$ cat src/rtl/adap_pred_mac_seq.sv
// adap_pred_mac_seq: NZ-tap adaptive zero section plus two-tap pole section.
// The signal estimate is computed serially through one shared multiply-accumulate.
// The zero coefficients adapt by sign-sign update with leakage.
// Optional feature macro: ADAP_PRED_SAT_EN.
//   Defined:   SE and SEZ saturate to the W-bit signed range.
//   Undefined: SE and SEZ keep the low W bits of the accumulator (wrap).
module adap_pred_mac_seq #(
  parameter int NZ = 6,
  parameter int W  = 16,
  parameter int CW = 16
) (
  input  logic                 clk,
  input  logic                 reset,
  input  logic                 start_trig,
  input  logic                 dly_strb,
  input  logic signed [W-1:0]  DQ,
  input  logic signed [W-1:0]  SR,
  input  logic                 TR,
  input  logic signed [CW-1:0] A1,
  input  logic signed [CW-1:0] A2,
  output logic signed [W-1:0]  SE,
  output logic signed [W-1:0]  SEZ,
  output logic                 DONE,
  output logic                 BUSY
);

  localparam int ACC_W = W + 5;
  localparam int PW    = W + CW;

  // Coefficient range and sign-sign step, held at two extra bits of headroom.
  localparam logic signed [CW+1:0] B_MAX = {3'b000, {(CW-1){1'b1}}};
  localparam logic signed [CW+1:0] B_MIN = {3'b111, {(CW-1){1'b0}}};
  localparam logic signed [CW+1:0] U_POS = (CW+2)'(9'sd128);
  localparam logic signed [CW+1:0] U_NEG = (CW+2)'(-9'sd128);

`ifdef ADAP_PRED_SAT_EN
  localparam logic signed [ACC_W-1:0] O_MAX = {6'b000000, {(W-1){1'b1}}};
  localparam logic signed [ACC_W-1:0] O_MIN = {6'b111111, {(W-1){1'b0}}};
`endif

  typedef enum logic [1:0] {
    S_IDLE = 2'd0,
    S_ZERO = 2'd1,
    S_POLE = 2'd2,
    S_FIN  = 2'd3
  } state_t;

  // Clamp a widened coefficient back to CW bits.
  function automatic logic signed [CW-1:0] sat_cw(input logic signed [CW+1:0] v);
    logic signed [CW+1:0] r;
    if (v > B_MAX) begin
      r = B_MAX;
    end else if (v < B_MIN) begin
      r = B_MIN;
    end else begin
      r = v;
    end
    return CW'(r);
  endfunction

  // One coefficient step: leak by 1/256, then nudge by +-128 on sign agreement.
  function automatic logic signed [CW-1:0] coef_upd(
    input logic signed [CW-1:0] b,
    input logic                 dq_zero,
    input logic                 dq_sign,
    input logic                 tap_sign
  );
    logic signed [CW+1:0] bx;
    logic signed [CW+1:0] u;
    bx = (CW+2)'(b);
    if (dq_zero) begin
      u = '0;
    end else if (dq_sign == tap_sign) begin
      u = U_POS;
    end else begin
      u = U_NEG;
    end
    return sat_cw(bx - (bx >>> 4'd8) + u);
  endfunction

  // Reduce the accumulator to the output width.
  function automatic logic signed [W-1:0] fmt(input logic signed [ACC_W-1:0] v);
`ifdef ADAP_PRED_SAT_EN
    logic signed [ACC_W-1:0] r;
    if (v > O_MAX) begin
      r = O_MAX;
    end else if (v < O_MIN) begin
      r = O_MIN;
    end else begin
      r = v;
    end
    return W'(r);
`else
    return W'(v);
`endif
  endfunction

  state_t                  state_q, state_d;
  logic [4:0]              idx_q, idx_d;
  logic signed [ACC_W-1:0] acc_q, acc_d;
  logic signed [ACC_W-1:0] snap_q, snap_d;
  logic signed [CW-1:0]    a1_q, a1_d, a2_q, a2_d;
  logic signed [W-1:0]     dq_tap_q [NZ];
  logic signed [W-1:0]     dq_tap_d [NZ];
  logic signed [CW-1:0]    b_q [NZ];
  logic signed [CW-1:0]    b_d [NZ];
  logic signed [W-1:0]     sr1_q, sr1_d, sr2_q, sr2_d;
  logic                    pend_q, pend_d;
  logic signed [W-1:0]     pend_dq_q, pend_dq_d, pend_sr_q, pend_sr_d;
  logic                    pend_tr_q, pend_tr_d;
  logic signed [W-1:0]     se_q, se_d, sez_q, sez_d;
  logic                    done_q, done_d, busy_q, busy_d;

  logic                    last_zero_s;
  logic signed [CW-1:0]    b_sel_s, mul_a_s;
  logic signed [W-1:0]     dqt_sel_s, mul_b_s;
  logic signed [PW-1:0]    prod_s;
  logic signed [ACC_W-1:0] term_s, sum_s;
  logic                    upd_s, upd_tr_s;
  logic signed [W-1:0]     upd_dq_s, upd_sr_s;

  assign last_zero_s = (idx_q == 5'(NZ - 1));

  // FSM state register.
  always_ff @(posedge clk or negedge reset) begin
    if (!reset) begin
      state_q <= S_IDLE;
    end else begin
      state_q <= state_d;
    end
  end

  // FSM next state: NZ zero taps, two pole taps, one finish cycle.
  always_comb begin
    state_d = state_q;
    case (state_q)
      S_IDLE: if (start_trig) state_d = S_ZERO; else state_d = S_IDLE;
      S_ZERO: if (last_zero_s) state_d = S_POLE; else state_d = S_ZERO;
      S_POLE: if (idx_q[0]) state_d = S_FIN; else state_d = S_POLE;
      S_FIN:  state_d = S_IDLE;
      default: state_d = S_IDLE;
    endcase
  end

  // MAC operand select and single-cycle product/accumulate term.
  always_comb begin
    b_sel_s   = '0;
    dqt_sel_s = '0;
    for (int i = 0; i < NZ; i++) begin
      b_sel_s   = (idx_q == 5'(i)) ? b_q[i] : b_sel_s;
      dqt_sel_s = (idx_q == 5'(i)) ? dq_tap_q[i] : dqt_sel_s;
    end
    case (state_q)
      S_ZERO: begin
        mul_a_s = b_sel_s;
        mul_b_s = dqt_sel_s;
      end
      S_POLE: begin
        if (idx_q[0]) begin
          mul_a_s = a2_q;
          mul_b_s = sr2_q;
        end else begin
          mul_a_s = a1_q;
          mul_b_s = sr1_q;
        end
      end
      default: begin
        mul_a_s = '0;
        mul_b_s = '0;
      end
    endcase
    prod_s = PW'(mul_a_s) * PW'(mul_b_s);
    term_s = ACC_W'(prod_s >>> (CW - 2));
    sum_s  = acc_q + term_s;
  end

  // FSM outputs and datapath: accumulator, zero snapshot, result registers.
  always_comb begin
    idx_d  = idx_q;
    acc_d  = acc_q;
    snap_d = snap_q;
    a1_d   = a1_q;
    a2_d   = a2_q;
    se_d   = se_q;
    sez_d  = sez_q;
    done_d = 1'b0;
    busy_d = (state_d != S_IDLE);
    case (state_q)
      S_IDLE: begin
        if (start_trig) begin
          a1_d  = A1;
          a2_d  = A2;
          acc_d = '0;
          idx_d = 5'd0;
        end else begin
          idx_d = 5'd0;
        end
      end
      S_ZERO: begin
        acc_d = sum_s;
        if (last_zero_s) begin
          snap_d = sum_s;
          idx_d  = 5'd0;
        end else begin
          idx_d = idx_q + 5'd1;
        end
      end
      S_POLE: begin
        acc_d = sum_s;
        if (idx_q[0]) begin
          se_d   = fmt(sum_s);
          sez_d  = fmt(snap_q);
          done_d = 1'b1;
          idx_d  = 5'd0;
        end else begin
          idx_d = idx_q + 5'd1;
        end
      end
      S_FIN: idx_d = 5'd0;
      default: idx_d = 5'd0;
    endcase
  end

  // Sample update: immediate in IDLE, deferred to FIN while a computation runs.
  always_comb begin
    if (dly_strb) begin
      upd_dq_s = DQ;
      upd_sr_s = SR;
      upd_tr_s = TR;
    end else begin
      upd_dq_s = pend_dq_q;
      upd_sr_s = pend_sr_q;
      upd_tr_s = pend_tr_q;
    end
    pend_dq_d = pend_dq_q;
    pend_sr_d = pend_sr_q;
    pend_tr_d = pend_tr_q;
    case (state_q)
      S_IDLE: begin
        upd_s  = dly_strb;
        pend_d = 1'b0;
      end
      S_ZERO, S_POLE: begin
        upd_s  = 1'b0;
        pend_d = pend_q | dly_strb;
        if (dly_strb) begin
          pend_dq_d = DQ;
          pend_sr_d = SR;
          pend_tr_d = TR;
        end else begin
          pend_tr_d = pend_tr_q;
        end
      end
      S_FIN: begin
        upd_s  = dly_strb | pend_q;
        pend_d = 1'b0;
      end
      default: begin
        upd_s  = 1'b0;
        pend_d = 1'b0;
      end
    endcase
    sr1_d = sr1_q;
    sr2_d = sr2_q;
    for (int i = 0; i < NZ; i++) begin
      b_d[i]      = b_q[i];
      dq_tap_d[i] = dq_tap_q[i];
    end
    if (upd_s) begin
      for (int i = 0; i < NZ; i++) begin
        if (upd_tr_s) begin
          b_d[i] = '0;
        end else begin
          b_d[i] = coef_upd(b_q[i], (upd_dq_s == '0), upd_dq_s[W-1], dq_tap_q[i][W-1]);
        end
      end
      dq_tap_d[0] = upd_dq_s;
      for (int i = 1; i < NZ; i++) begin
        dq_tap_d[i] = dq_tap_q[i-1];
      end
      sr1_d = upd_sr_s;
      sr2_d = sr1_q;
    end else begin
      sr1_d = sr1_q;
    end
  end

  // Datapath, tap, coefficient and output registers.
  always_ff @(posedge clk or negedge reset) begin
    if (!reset) begin
      idx_q     <= 5'd0;
      acc_q     <= '0;
      snap_q    <= '0;
      a1_q      <= '0;
      a2_q      <= '0;
      sr1_q     <= '0;
      sr2_q     <= '0;
      pend_q    <= 1'b0;
      pend_dq_q <= '0;
      pend_sr_q <= '0;
      pend_tr_q <= 1'b0;
      se_q      <= '0;
      sez_q     <= '0;
      done_q    <= 1'b0;
      busy_q    <= 1'b0;
      for (int i = 0; i < NZ; i++) begin
        b_q[i]      <= '0;
        dq_tap_q[i] <= '0;
      end
    end else begin
      idx_q     <= idx_d;
      acc_q     <= acc_d;
      snap_q    <= snap_d;
      a1_q      <= a1_d;
      a2_q      <= a2_d;
      sr1_q     <= sr1_d;
      sr2_q     <= sr2_d;
      pend_q    <= pend_d;
      pend_dq_q <= pend_dq_d;
      pend_sr_q <= pend_sr_d;
      pend_tr_q <= pend_tr_d;
      se_q      <= se_d;
      sez_q     <= sez_d;
      done_q    <= done_d;
      busy_q    <= busy_d;
      for (int i = 0; i < NZ; i++) begin
        b_q[i]      <= b_d[i];
        dq_tap_q[i] <= dq_tap_d[i];
      end
    end
  end

  assign SE   = se_q;
  assign SEZ  = sez_q;
  assign DONE = done_q;
  assign BUSY = busy_q;

endmodule
$ cat config.mk
export PLATFORM = sky130hd
export DESIGN_NAME = adap_pred_mac_seq
export DESIGN_NICKNAME = d
export VERILOG_FILES = /design/src/rtl/adap_pred_mac_seq.sv
export SDC_FILE = /design/constraint.sdc
export NUM_CORES = 2
export LEC_CHECK = 0
export BUFFER_PORTS_ARGS = -buffer_cell sky130_fd_sc_hd__buf_2
export CELL_PAD_IN_SITES_DETAIL_PLACEMENT = 1
export CELL_PAD_IN_SITES_GLOBAL_PLACEMENT = 2
export CORE_ASPECT_RATIO = 2
export CORE_UTILIZATION = 42
export DETAILED_ROUTE_END_ITERATION = 8
export PLACE_DENSITY = 0.9
export SLEW_MARGIN = 20
export SYNTH_ARGS = -nofsm -noshare
export SYNTH_HDL_FRONTEND = slang
export SYNTH_SLANG_ARGS = --single-unit
$ cat constraint.sdc
create_clock -name clk -period 11.98 [get_ports clk]
set_input_delay 1.198 -clock clk [delete_from_list [all_inputs] [get_ports clk]]
set_output_delay 1.198 -clock clk [all_outputs]
set_load 0.01 [all_outputs]
# Word level (Yosys, flattened, before mapping)
# Cells that the tools add are included.
totals:
  regBits: 368
  output_inout_bits: 34
  input_bits: 69
classes:
  n_addsub: 14
  muxes: 74
  mul: 1
  bitwise_logic: 1
  n_lt_le_gt_ge: 12
  eq_ne: 15
  n_reduce_logical: 11
ops:
  columns: ["cell", "n"]
  rows:
  - ["16-bit 2-to-1 mux", 34]
  - ["18-bit 2-to-1 mux", 24]
  - ["17-bit by 18-bit adder with 18-bit output", 6]
  - ["18-bit by 16-bit > comparator with 1-bit output (second input constant)", 6]
  - ["18-bit by 16-bit less-than comparator with 1-bit output (second input constant)", 6]
  - ["16-bit by 8-bit subtractor with 17-bit output", 6]
  - ["16-bit case mux with 2 select lines", 2]
  - ["21-bit case mux with 2 select lines", 1]
  - ["16-bit by 16-bit multiplier with 32-bit output", 1]
  - ["21-bit by 18-bit adder with 21-bit output", 1]
  - ["21-bit 2-to-1 mux", 1]
  - ["16-bit zero test", 1]
  - ["5-bit case mux with 3 select lines", 1]
  - ["5-bit by 2-bit == test with 1-bit output (second input constant)", 2]
  - ["5-bit by 3-bit == test with 1-bit output (second input constant)", 2]
  - ["5-bit 2-to-1 mux", 2]
  - ["2-bit case mux with 4 select lines", 1]
  - ["2-bit AND reduction", 4]
  - ["1-bit == test", 6]
  - ["5-bit by 1-bit adder with 5-bit output (second input constant)", 1]
  - ["5-bit by 1-bit == test with 1-bit output (second input constant)", 1]
  - ["5-bit zero test", 1]
  - ["1-bit 2-to-1 mux", 5]
  - ["2-bit == test (second input constant)", 2]
  - ["other kinds (9)", 11]

# Logic depth before layout (Yosys ltp)
logic_depth:
  word_depth: 11
  depth_mapped: 50

# Worst setup path after synthesis
# No wires, ideal clock.
synth_timing:
  kind: "register -> register"
  from: "register idx_q[0]"
  to: "register snap_q[15]"
  n_path_buf: 7
  arrival_ps: 10313
  path_stages_with_launch: 49
  required_ps: 11855
  slack_ps: 1542
  setup_time_ps: 125
  cell_sequence: "dfrtp_1 buf_2 buf_1 clkbuf_1 inv_1 ha_1 clkbuf_1 nor2b_1 and2_1 clkbuf_1 buf_2 buf_2 a221o_1 o211ai_1 a21oi_1 a221oi_1 nor2_1 fa_1 [... 13 more ...] a21o_1 nor4_1 a21oi_1 nand2b_1 a21oi_1 o21bai_1 xnor2_1 ha_1 a21o_1 a21oi_1 o21ai_0 a31o_2 a21oi_1 o21ai_0 a31oi_1 o41ai_1 xnor2_1 mux2_2"
synth_via:
  elab_chain_cells: 10
  elab_cells_between_ends: 25
  classes_between: "add/sub: 1; mul: 1; eq/ne: 5; mux: 16; reduce/logical: 2"
synth_lines:
  columns: ["element", "line", "source"]
  rows:
  - ["start, declared", "99", "logic [4:0] idx_q, idx_d;"]
  - ["start signal, assigned", "311", "idx_q <= idx_d;"]
  - ["5-bit zero test", "150, 151", null]
  - ["16-bit 2-to-1 mux (on tied branches) (6 in series)", "150, 151", null]
  - ["16-bit case mux with 2 select lines", "153", "case (state_q)"]
  - ["16-bit by 16-bit multiplier with 32-bit output", "172", "prod_s = PW'(mul_a_s) * PW'(mul_b_s);"]
  - ["21-bit by 18-bit adder with 21-bit output", "174", "sum_s = acc_q + term_s;"]
  - ["end signal, assigned", "313", "snap_q <= snap_d;"]
  - ["end, declared", "101", "logic signed [ACC_W-1:0] snap_q, snap_d;"]
# Parallel ways exist; a longest one is shown, timed or not.
# A chain may end at the register's enable or synchronous reset.

# Worst setup path in the final report
layout_timing:
  from: "register idx_q[2]"
  to: "register se_q[15], in the netlist SE[15]"
layout_via:
  elab_chain_cells: 10
  elab_cells_between_ends: 22
  classes_between: "add/sub: 1; mul: 1; eq/ne: 5; mux: 14; reduce/logical: 1"
layout_lines:
  columns: ["element", "line", "source"]
  rows:
  - ["5-bit zero test", "150, 151", null]
  - ["16-bit 2-to-1 mux (on tied branches) (6 in series)", "150, 151", null]
  - ["16-bit case mux with 2 select lines", "153", null]
  - ["16-bit by 16-bit multiplier with 32-bit output (*)", "172", null]
  - ["21-bit by 18-bit adder with 21-bit output (*)", "174", null]
  - ["end signal, assigned", "302", "se_q <= '0;"]
  - ["end signal, assigned", "322", "se_q <= se_d;"]
  - ["end, declared", "111", "logic signed [W-1:0] se_q, se_d, sez_q, sez_d;"]
# Mark *: on every way between the ends. The rest lies on a longest branch, timed or not.

==> metrics.md <==
| Metric | Value |
|---|---|
| Status | `completed` |
| Final nets | `3934` |
| Post-synth EDFFs | `0` |
| Power density cells | `321 nW/um2` |
| RSZ-0062 raised after global routing | `false` |
| Crit path required time | `between 10000 and 15000 ps` |
| DR vias/cell | `5.71` |
| DRC | `0` |
| FF+latch area | `approximately 9100 um2` |
| Synth Area per Inst | `between 9 and 10 um2` |
| DR iter-0 viols | `roughly 1000` |
| Detailed Route WL | `104000 um` |
| Post-Syn Nets | `3847` |
| Final Hold Fails | `0` |
| CTS resizes | `0` |
| GRT overflow | `0` |
| Reg2Reg Setup Slack | `760 ps` |
| Placeable Area | `roughly 76000 um2` |
| Clock buffer depth | `3` |
| Top post-synthesis cells by area | `dfrtp_1, fa_1, ha_1` |
| Row count | `around 140` |
| Max Cap Viol | `0` |
| Worst setup EP type | `register` |
| Synth Register Bits | `~360` |
| Commonest cells after routing, fill and taps aside | `inv_1, dfrtp_1, fa_1, nand2_1, ha_1` |
| Critical Path Start | `idx_q[2]$_DFF_PN0_` |
| Largest net degree at the start of global routing | `110` |
| Worst Reg-to-Reg Cells | `33` |
| Die height | `a little under 400 um` |
| Setup repair bufs after CTS | `0` |
| Area grow syn2layout | `9.85%` |
| Synth cell types | `89` |
| Ports | `103` |
| Final TNS setup | `0 ps` |
| Cell Area, Synth | `approximately 32000 um2` |
| Clk sink count | `363` |
| Tot GR Track Use | `0.275` |
| WP data arrival | `about 12000 ps` |
| Remaining antenna violation count | `0` |
| Final Cycle Share | `0.936` |
| Fin crit period | `around 11000 ps` |
| Die area | `roughly 78000 um2` |
| Num CTS Buffers | `38` |
| Cts hold-fix bufs | `0` |
| PortBufs | `between 100 and 150` |
| Fillers | `8695` |
| Initial antenna violation count | `1` |
| Layout cells sized above 1 | `0.151` |
| DR vias | `between 20000 and 25000` |
| Register area share after synthesis | `0.280` |
| CTS tree | `yes` |
| Crit Path Class | `register to register` |
| LEAKAGE | `approximately 17 nW` |
| Setup crit end | `SE[15]$_DFFE_PN0P_` |
| Post-Synthesis Cells | `approximately 3200` |
| Wire per inst | `roughly 24 um` |
| Root Buffer | `clkbuf_16` |
| First-pass GRT wire length | `163000 um` |
| Worst VDD drop | `0.190 mV` |
| Reg-to-reg endpoint | `SE[15]$_DFFE_PN0P_` |
| Async set-reset flop share out of synthesis | `1.00` |
| Reg2Reg Launch Point | `idx_q[2]$_DFF_PN0_` |
| Largest area contributor in the synthesized netlist | `dfrtp_1` |
| Slew headroom | `0.297` |
| Initial core utilization | `0.425` |
| Post-synth top area share | `0.280` |
| Most repeated library cell on the critical path | `fa_1` |
| Multi-input gate area | `20900 um2` |
| Final Worst Setup Slack | `around 760 ps` |
| Die X | `between 150 and 200 um` |
| Largest stage delay, worst path | `about 810 ps` |
| Vias in the first global route | `approximately 28000` |
| Pre-CTS WS | `870 ps` |
| Most used DFF post-synth | `dfrtp_1` |
| Crit start category | `register` |
| Max Freq | `89.2 MHz` |
| Clock latency at the later pin of the worst-skew pair | `between 600 and 700 ps` |
| Cell area after placement | `around 34000 um2` |
| # setup viols final | `0` |
| H-tree depth | `2` |
| Clock Skew | `29.3 ps` |
| Post-route cell area | `between 30000 and 40000 um2` |
| CTS clk-pin slew, worst paths | `approximately 70 ps` |
| Routability cong. | `approximately 0.99` |
| First-pass DRT Iterations | `7` |
| Syn. warnings | `0` |
| Slew at the pin closest to its max-slew limit | `approximately 1100 ps` |
| Number of diodes | `0` |
| Detailed placer's ending HPWL | `roughly 84000 um` |
| Most common library cell in the layout ignoring fill and taps | `inv_1` |
| Critical path fanouts, max | `24` |
| Fin Hold WS | `approximately 470 ps` |
| Final Util | `0.467` |
| Worst hold path class | `register to register` |
| Pins Over Slew Limit | `0` |
| CP max-delay cell | `and2_1` |
## logic make-up (layout without fill, tap and decap cells)
logic type	after synthesis	count (layout)	synth area share
muxes	262	262	0.0895
AOI/OAI and AO/OA	639	639	0.147
adders and majority gates	536	536	0.277
xor gates and xnor gates	109	109	0.0295
buffers and inverters	629	742	0.0747
DFF	363	363	0.280
and+or+nand+nor	704	704	0.102
## routing by layer
metal / global-route usage / up-vias / part of all wire
met5: 0 / - / 0.00013
met4: 0.211 / 2 / 0.090
met3: 0.0328 / 345 / 0.033
met2: 0.527 / 604 / 0.55
met1: 0.260 / 12800 / 0.33
li1: - / 11100 / -
## metrics by stage
stage	total power, mW	instances
finish	11.4	4370
global route	12.4	4370
CTS	11.4	4370
detailed placement	10.1	4304
global placement	9.80	4304
floorplan	7.75	3242
## power by group
group / internal, mW / total, mW / switching (mW)
registers: 1.73 / 2.25 / 0.520
logic: 3.28 / 7.86 / 4.58
clock network: 0.740 / 1.31 / 0.567
total: 5.75 / 11.4 / 5.67
## worst min-delay path by stage
| stage | startpoint | to | slack [ps] | depth (start not counted) |
|---|---|---|---|---|
| final | b_q[16]$_DFFE_PN0P_ | b_q[16]$_DFFE_PN0P_ | 470 | 2 |
| after global routing | b_q[16]$_DFFE_PN0P_ | b_q[16]$_DFFE_PN0P_ | 490 | 2 |
| after CTS | b_q[16]$_DFFE_PN0P_ | b_q[16]$_DFFE_PN0P_ | 470 | 2 |
| after detailed placement | snap_q[8]$_DFFE_PN0P_ | snap_q[8]$_DFFE_PN0P_ | 460 | 2 |
| after global placement | b_q[16]$_DFFE_PN0P_ | b_q[16]$_DFFE_PN0P_ | 450 | 2 |
| after floorplan | b_q[16]$_DFFE_PN0P_ | b_q[16]$_DFFE_PN0P_ | 440 | 2 |
## registers in the layout, summed over array words and instances (netlist names)
signal,flops
BUSY,1
DONE,1
SE,16
SEZ,16
a1_q,16
a2_q,16
acc_q,16
b_q,96
dq_tap_q,96
idx_q,5
pend_dq_q,16
pend_q,1
pend_sr_q,16
pend_tr_q,1
snap_q,16
sr1_q,16
sr2_q,16
state_q,2
## Yosys cell counts (all sizes together), types with 34 or more instances
master and instances:
mux2i 41, nor2 184, fa 302, inv 498, nand2 270, mux2 221
o21ai 134, o211ai 34, buf 48, a21oi 99, dfrtp 363, nor2b 50
nor3 34, clkbuf 83, a221o 114, ha 234, xnor2 88, a21o 44
## layout make-up
cell class / count / share of cell area
Multi-Input combinational cell: 2250 / 0.588
Clock buffer: 51 / 0.0298
Clock inverter: 15 / 0.00784
Sequential cell: 363 / 0.255
Tap cell: 1015 / 0.0357
Timing Repair Buffer: 178 / 0.0307
Inverter: 498 / 0.0525
## worst max-delay path, delay by kind of cell (launching register included)
| family | cells | cell delay (ps) |
|---|---|---|
| simple gates | 7 | 2430 |
| mux | 1 | 280 |
| flops | 1 | 650 |
| fa+ha+maj | 8 | 3800 |
| xor+xnor | 2 | 270 |
| compound gates | 12 | 3440 |
| buf+inv | 3 | 150 |
(Power assumes the default switching activity.)
